**src/rtl/core_pkg.sv**
```systemverilog
// Shared lane types: VRF beat fields, write-back source indices and the
// registered write-back beat record used by vrf_wb_arbiter.
package core_pkg;

    localparam int unsigned VrfDataWidth = 64;
    localparam int unsigned VrfAddrWidth = 10;
    localparam int unsigned InsnIdWidth  = 3;

    typedef logic [VrfDataWidth-1:0]   vrf_data_t;
    typedef logic [VrfDataWidth/8-1:0] vrf_strb_t;
    typedef logic [VrfAddrWidth-1:0]   vrf_addr_t;
    typedef logic [InsnIdWidth-1:0]    insn_id_t;

    // Write-back sources sharing the VRF write port.
    localparam int unsigned NrWriteBackVFU = 2;
    localparam int unsigned WB_VLU         = 0;
    localparam int unsigned WB_VALU        = 1;

    typedef struct packed {
        vrf_data_t wdata;
        vrf_strb_t wstrb;
        vrf_addr_t addr;
        insn_id_t  id;
    } wb_beat_t;

endpackage

```
**src/rtl/rr_picker.sv**
```systemverilog
// Combinational round-robin first-one search: starting at ptr_i and wrapping
// upward, returns the first set request as one-hot and as an index.
module rr_picker #(
    parameter int unsigned N = 2,
    localparam int unsigned IdxW = (N > 1) ? $clog2(N) : 1
) (
    input  logic [N-1:0]    req_i,
    input  logic [IdxW-1:0] ptr_i,
    output logic [N-1:0]    onehot_o,
    output logic [IdxW-1:0] idx_o,
    output logic            valid_o
);

    logic [IdxW-1:0] cand;

    // Scan from the pointer with wrap; the first pending request wins.
    always_comb begin
        onehot_o = '0;
        idx_o    = '0;
        valid_o  = 1'b0;
        cand     = '0;
        for (int unsigned off = 0; off < N; off++) begin
            cand = IdxW'((32'(ptr_i) + off) % N);
            if (!valid_o && req_i[cand]) begin
                valid_o        = 1'b1;
                idx_o          = cand;
                onehot_o[cand] = 1'b1;
            end
        end
    end

endmodule

```
**src/rtl/vrf_wb_arbiter.sv**
```systemverilog
// Per-lane write-back arbiter: picks one write-back source per cycle and
// latches its beat into a one-entry register driving the VRF write port.
// Optional feature macro: RVV_WB_LOAD_PRIO_EN (load strict priority with
// aging of the remaining requesters). Default build is pure round-robin.
module vrf_wb_arbiter
    import core_pkg::*;
#(
    parameter int unsigned NrReq    = NrWriteBackVFU,
    parameter int unsigned MaxStall = 4,
    localparam int unsigned IdxW    = (NrReq > 1) ? $clog2(NrReq) : 1
) (
    input  logic                    clk_i,
    input  logic                    rst_ni,
    input  logic [NrReq-1:0]        req_valid_i,
    input  vrf_data_t [NrReq-1:0]   req_wdata_i,
    input  vrf_strb_t [NrReq-1:0]   req_wstrb_i,
    input  vrf_addr_t [NrReq-1:0]   req_addr_i,
    input  insn_id_t  [NrReq-1:0]   req_id_i,
    output logic [NrReq-1:0]        req_gnt_o,
    output logic                    vrf_wvalid_o,
    input  logic                    vrf_wready_i,
    output vrf_data_t               vrf_wdata_o,
    output vrf_strb_t               vrf_wstrb_o,
    output vrf_addr_t               vrf_addr_o,
    output insn_id_t                vrf_id_o,
    output logic                    wb_done_o,
    output insn_id_t                wb_done_id_o
);

    if (MaxStall < 1) begin : g_bad_maxstall
        $error("vrf_wb_arbiter: MaxStall must be at least 1");
    end

`ifdef RVV_WB_LOAD_PRIO_EN
    // The round-robin ring covers requesters 1..NrReq-1 only.
    localparam int unsigned RrN = NrReq - 1;
`else
    localparam int unsigned RrN = NrReq;
`endif
    localparam int unsigned RrW = (RrN > 1) ? $clog2(RrN) : 1;

    logic [RrW-1:0]   rr_q, rr_d;
    wb_beat_t         beat_q, beat_d;
    logic             wvalid_q, wvalid_d;

    logic             load_en;
    logic             grant;
    logic [NrReq-1:0] win_oh;
    logic [IdxW-1:0]  win_idx;
    logic             win_valid;

    logic [RrN-1:0]   pick_req, pick_oh;
    logic [RrW-1:0]   pick_idx;
    logic             pick_valid;

    wb_beat_t         win_beat;

    assign load_en = !wvalid_q || vrf_wready_i;

    rr_picker #(
        .N (RrN)
    ) u_rr_picker (
        .req_i    (pick_req),
        .ptr_i    (rr_q),
        .onehot_o (pick_oh),
        .idx_o    (pick_idx),
        .valid_o  (pick_valid)
    );

`ifdef RVV_WB_LOAD_PRIO_EN
    localparam int unsigned CntW = $clog2(MaxStall + 1);

    logic [CntW-1:0] stall_q [RrN];
    logic [CntW-1:0] stall_d [RrN];
    logic [RrN-1:0]  aged;

    // A requester is aged once its stall counter has saturated.
    always_comb begin
        for (int unsigned j = 0; j < RrN; j++) begin
            aged[j] = req_valid_i[j+1] && (stall_q[j] == CntW'(MaxStall));
        end
    end

    // Aged requesters compete among themselves first; otherwise the
    // picker sees all pending non-load requesters.
    assign pick_req = (|aged) ? aged : req_valid_i[NrReq-1:1];

    // Aged > load > round-robin among the rest; picker index is offset by one.
    always_comb begin
        win_oh    = '0;
        win_idx   = '0;
        win_valid = 1'b0;
        if (|aged || (!req_valid_i[0] && pick_valid)) begin
            win_valid = 1'b1;
            win_idx   = IdxW'(pick_idx) + IdxW'(1);
            win_oh    = {pick_oh, 1'b0};
        end else if (req_valid_i[0]) begin
            win_valid = 1'b1;
            win_idx   = '0;
            win_oh    = NrReq'(1);
        end
    end

    // Pointer only advances on grants to the round-robin ring.
    always_comb begin
        rr_d = rr_q;
        if (grant && (win_idx != '0)) begin
            rr_d = (pick_idx == RrW'(RrN - 1)) ? '0 : pick_idx + RrW'(1);
        end
    end

    // Stall counters: count lost opportunities, clear on grant or idle.
    always_comb begin
        for (int unsigned j = 0; j < RrN; j++) begin
            stall_d[j] = stall_q[j];
            if (!req_valid_i[j+1] || req_gnt_o[j+1]) begin
                stall_d[j] = '0;
            end else if (load_en && (stall_q[j] != CntW'(MaxStall))) begin
                stall_d[j] = stall_q[j] + CntW'(1);
            end
        end
    end

    // Stall counter registers.
    always_ff @(posedge clk_i or negedge rst_ni) begin
        if (!rst_ni) begin
            for (int unsigned j = 0; j < RrN; j++) begin
                stall_q[j] <= '0;
            end
        end else begin
            for (int unsigned j = 0; j < RrN; j++) begin
                stall_q[j] <= stall_d[j];
            end
        end
    end
`else
    assign pick_req = req_valid_i;

    // Pure round-robin: the picker result is the winner.
    always_comb begin
        win_oh    = pick_oh;
        win_idx   = IdxW'(pick_idx);
        win_valid = pick_valid;
    end

    // Pointer moves to one past the granted index, wrapping.
    always_comb begin
        rr_d = rr_q;
        if (grant) begin
            rr_d = (pick_idx == RrW'(RrN - 1)) ? '0 : pick_idx + RrW'(1);
        end
    end
`endif

    assign grant     = win_valid && load_en && rst_ni;
    assign req_gnt_o = grant ? win_oh : '0;

    assign win_beat.wdata = req_wdata_i[win_idx];
    assign win_beat.wstrb = req_wstrb_i[win_idx];
    assign win_beat.addr  = req_addr_i[win_idx];
    assign win_beat.id    = req_id_i[win_idx];

    // Output register: load the winner, or empty on a drain without a grant.
    always_comb begin
        beat_d   = beat_q;
        wvalid_d = wvalid_q;
        if (load_en) begin
            wvalid_d = grant;
            if (grant) begin
                beat_d = win_beat;
            end
        end
    end

    // Beat register and round-robin pointer.
    always_ff @(posedge clk_i or negedge rst_ni) begin
        if (!rst_ni) begin
            wvalid_q <= 1'b0;
            beat_q   <= '0;
            rr_q     <= '0;
        end else begin
            wvalid_q <= wvalid_d;
            beat_q   <= beat_d;
            rr_q     <= rr_d;
        end
    end

    assign vrf_wvalid_o = wvalid_q;
    assign vrf_wdata_o  = beat_q.wdata;
    assign vrf_wstrb_o  = beat_q.wstrb;
    assign vrf_addr_o   = beat_q.addr;
    assign vrf_id_o     = beat_q.id;

    assign wb_done_o    = wvalid_q && vrf_wready_i;
    assign wb_done_id_o = beat_q.id;

endmodule

```
**config.mk**
```make
export PLATFORM = sky130hd
export DESIGN_NAME = vrf_wb_arbiter
export DESIGN_NICKNAME = d
export VERILOG_FILES = /design/src/rtl/core_pkg.sv /design/src/rtl/rr_picker.sv /design/src/rtl/vrf_wb_arbiter.sv
export SDC_FILE = /design/constraint.sdc
export NUM_CORES = 1
export LEC_CHECK = 0
export CORE_MARGIN = 10
export CORE_UTILIZATION = 40
export CTS_BUF_LIST = sky130_fd_sc_hd__clkbuf_4 sky130_fd_sc_hd__clkbuf_8
export CTS_CLUSTER_SIZE = 10
export DETAILED_ROUTE_END_ITERATION = 16
export PLACE_DENSITY = 0.95
export SETUP_SLACK_MARGIN = 0.4
export SLEW_MARGIN = 20
export SYNTH_ARGS = -nofsm -noshare
export SYNTH_HDL_FRONTEND = slang
export SYNTH_SLANG_ARGS = --single-unit
```
**constraint.sdc**
```tcl
create_clock -name clk_i -period 2.53 [get_ports clk_i]
set_clock_uncertainty 0.1 [all_clocks]
set_input_delay 0.506 -clock clk_i [delete_from_list [all_inputs] [get_ports clk_i]]
set_output_delay 0.506 -clock clk_i [all_outputs]
set_load 0.01 [all_outputs]
```
==> PnR_summary.wiki <==
{| class="wikitable"
! Metric !! Value
|-
| Fraction of final layout cells with drive strength greater than 1 || 5.89%
|-
| Synth top area cells || sky130_fd_sc_hd__dfrtp_1 55%, sky130_fd_sc_hd__a221o_1 21%, sky130_fd_sc_hd__a21boi_0 16%, sky130_fd_sc_hd__clkbuf_1 2.1%, sky130_fd_sc_hd__buf_6 2.0%
|-
| Setup TNS || 0 ns
|-
| Required time of the worst setup path || 1.92 ns
|-
| Syn nets || 485
|-
| Post-route antenna net violation count || 0
|-
| Total track usage || 22.3%
|-
| Post-CTS setup buffers || 0
|-
| Final setup violation count || 0
|-
| Die area || 14,300 um^2
|-
| Vias in the first global route || 4,379
|-
| Clock tree from TritonCTS || done
|-
| Status || completed
|-
| Number of antenna violations at the first check in global routing || 0
|-
| H-tree depth || 3
|-
| Number of synthesized flops with an enable pin || 0
|-
| Starting density of the core || 40.8%
|-
| Final period utilization || 79.7%
|-
| Routing usage on met3 || 8.49%
|-
| Max Clk Rate || 496 MHz
|-
| Clock period minus worst slack || 2.02 ns
|-
| Static leakage power || 0.00280 uW
|-
| Share of async-settable or async-resettable flops after synthesis || 100%
|-
| Signal arrival time at the worst endpoint || 1.41 ns
|-
| Warnings from Yosys || 0
|-
| Top fanout value on the critical path || 3
|-
| Sequential area share after synthesis || 54.8%
|-
| Root Driver || sky130_fd_sc_hd__clkbuf_8
|-
| Wirelength per Cell || 23.8 um
|-
| Number of DRC markers in iteration 0 || 256
|-
| Clk sinks || 87
|-
| Worst slew margin relative to its limit || 47.1%
|-
| Number of different library cells in the post-synthesis netlist || 16
|-
| Pin count of the biggest net entering global routing || 88
|-
| RSZ-0062 raised after global routing || false
|-
| Cell taking the most area after synthesis || sky130_fd_sc_hd__dfrtp_1
|-
| Fin. max-slew vios || 0
|-
| Worst setup margin || 0.514 ns
|-
| Type of the worst setup path || in2out
|-
| Count of nets after finishing || 731
|-
| Final Hold Fails || 0
|-
| CTS buffer count || 9
|-
| Cells after Synth || 310
|-
| Element type at the critical path end || primary output
|-
| Latest clock arrival within the worst-skew pair || 0.36 ns
|-
| Kind of start point of the critical path || primary input
|-
| Type of the most critical hold path || in2async
|-
| Antenna cells || 0
|-
| Routability-driven placement congestion ratio || 0.793
|-
| I/O pin count || 267
|-
| Worst ir drop on vdd || 332 uV
|-
| Areal power density over the cells || 644 nW/um^2
|-
| Residual DRC || 0
|-
| Post-synthesis cell area || 3970 um^2
|-
| Power, Total || 4420 uW
|-
| Worst-Margin Slew || 0.793 ns
|-
| Met2 capacity usage during global routing || 37.1%
|-
| Yosys reg bits || 87
|-
| Sum of routed wire length over all layers || 16,500 um
|-
| Placement Setup Slack || -0.0641 ns
|-
| Final instance area || 6860 um^2
|-
| List of most frequent post-synthesis cells || 87 x sky130_fd_sc_hd__dfrtp_1, 85 x sky130_fd_sc_hd__a21boi_0, 85 x sky130_fd_sc_hd__a221o_1
|-
| Number of buffer cells added on primary ports || 266
|-
| Clock buffer depth || 2
|-
| Most used standard cell by instance count after synthesis || sky130_fd_sc_hd__dfrtp_1
|-
| Met1 track demand over resource || 24.9%
|-
| Clock-pin slew of the registers on the worst-case setup and hold paths || 0.08 ns
|-
| Rows || 36
|-
| Placed Instance Area || 6660 um^2
|-
| Top-area cell type share of the netlist area || 54.8%
|-
| Number of iterations in the first detailed-routing pass || 4
|-
| Total via count after detailed routing || 3,970
|-
| Die Height || 120 um
|-
| Core box area || 9730 um^2
|-
| Maximum Capacitance Violations || 0
|-
| Global-route wire length before repair || 25,400 um
|-
| Estimated wirelength of the detail-placed design || 12,200 um
|-
| Overflow left after global routing || 0
|-
| Prevailing post-synth register cell || sky130_fd_sc_hd__dfrtp_1
|-
| Via-per-instance ratio || 5.73
|-
| Syn Area/Cell || 12.8 um^2
|-
| Floorplan die width || 120 um
|-
| Synth-to-Final Area Change || 72.6%
|-
| Most Used Layer, Global Route || met2
|}
[flip-flops by register name, indices dropped and copies added (netlist names)]
register,flops
vrf_addr_o,10
vrf_wstrb_o,8
vrf_id_o,3
rr_q,1
vrf_wdata_o,64
vrf_wvalid_o,1
[path summary, 6_finish.rpt]
check | slack (ns) | to | startpoint | depth (start not counted)
worst max-delay path | 0.51 | req_gnt_o[0] | req_valid_i[1] | 4
worst min-delay path | 0.23 | vrf_wdata_o[13] | rst_ni | 2
worst max register to register | 0.76 | vrf_wdata_o[9] | vrf_wvalid_o | 4
worst min register to register | 0.49 | rr_q | rr_q | 2
max in group asynchronous | 1.55 | vrf_wdata_o[8] | rst_ni | 2
min in group clk_i | 0.49 | rr_q | rr_q | 2
[worst max-delay path, cell delays in order]
cell and delay [ns]:
sky130_fd_sc_hd__clkdlybuf4s50_1 0.51, sky130_fd_sc_hd__nand2_1 0.06, sky130_fd_sc_hd__and4_4 0.21, sky130_fd_sc_hd__buf_6 0.12
[per-layer routing]
layer | vias up | routed length, um
met2 | 214 | 8290
met3 | 33 | 1580
met4 | 0 | 499
met5 | - | 0
li1 | 1740 | -
met1 | 1983 | 6120
[repair_timing]
item	CTS	global route
hold buffers	0	0
pin swaps	0	1
resized for setup	7	7
setup endpoints to repair	21	84
[kinds of logic (layout without fill, tap and decap cells)]
family                 after synthesis  after routing  synth area share, %
AO/OA/AOI/OAI                      173            173                 38.1
flip-flops                          87             87                 54.8
buffers and inverters               44            294                 6.08
AND/OR/NAND/NOR                      6              6                 1.07
[through the flow]
stage | instances | utilization [%] | hold WS [ns]
CTS | 693 | 70.4 | 0.407
global route | 693 | 70.5 | 0.306
global placement | 678 | 68.5 | 0.413
floorplan | 310 | - | 0.110
detailed placement | 678 | 68.5 | 0.463
finish | 693 | 70.5 | 0.232
[power breakdown]
group	internal [uW]	switching [uW]
combinational	1020	638
sequential	1660	149
clock	467	477
total	3150	1260
[layout by cell type, fill, tap and decap left out, drive strengths merged]
| cell type | synthesis | final |
|---|---|---|
| dlymetal6s2s | 0 | 2 |
| inv | 2 | 2 |
| a21boi | 85 | 85 |
| nand2 | 2 | 2 |
| and4 | 1 | 1 |
| buf | 20 | 14 |
| nand2b | 1 | 1 |
| o21a | 1 | 1 |
| dfrtp | 87 | 87 |
| o2111a | 1 | 1 |
| a221o | 85 | 85 |
| clkdlybuf4s50 | 0 | 260 |
| dlygate4sd2 | 0 | 1 |
| nor2 | 1 | 1 |
| and2 | 1 | 1 |
| clkbuf | 22 | 15 |
| a21oi | 1 | 1 |
[final cells by class]
cell class              count  area (um^2)
inverters                   2         7.51
multi-input cells         179         1560
fillers                   681         2870
clock buffers              15          188
flip-flops and latches     87         2180
well taps                 133          166
repair buffers            277         2760
Power figures use the tool's default switching activity.
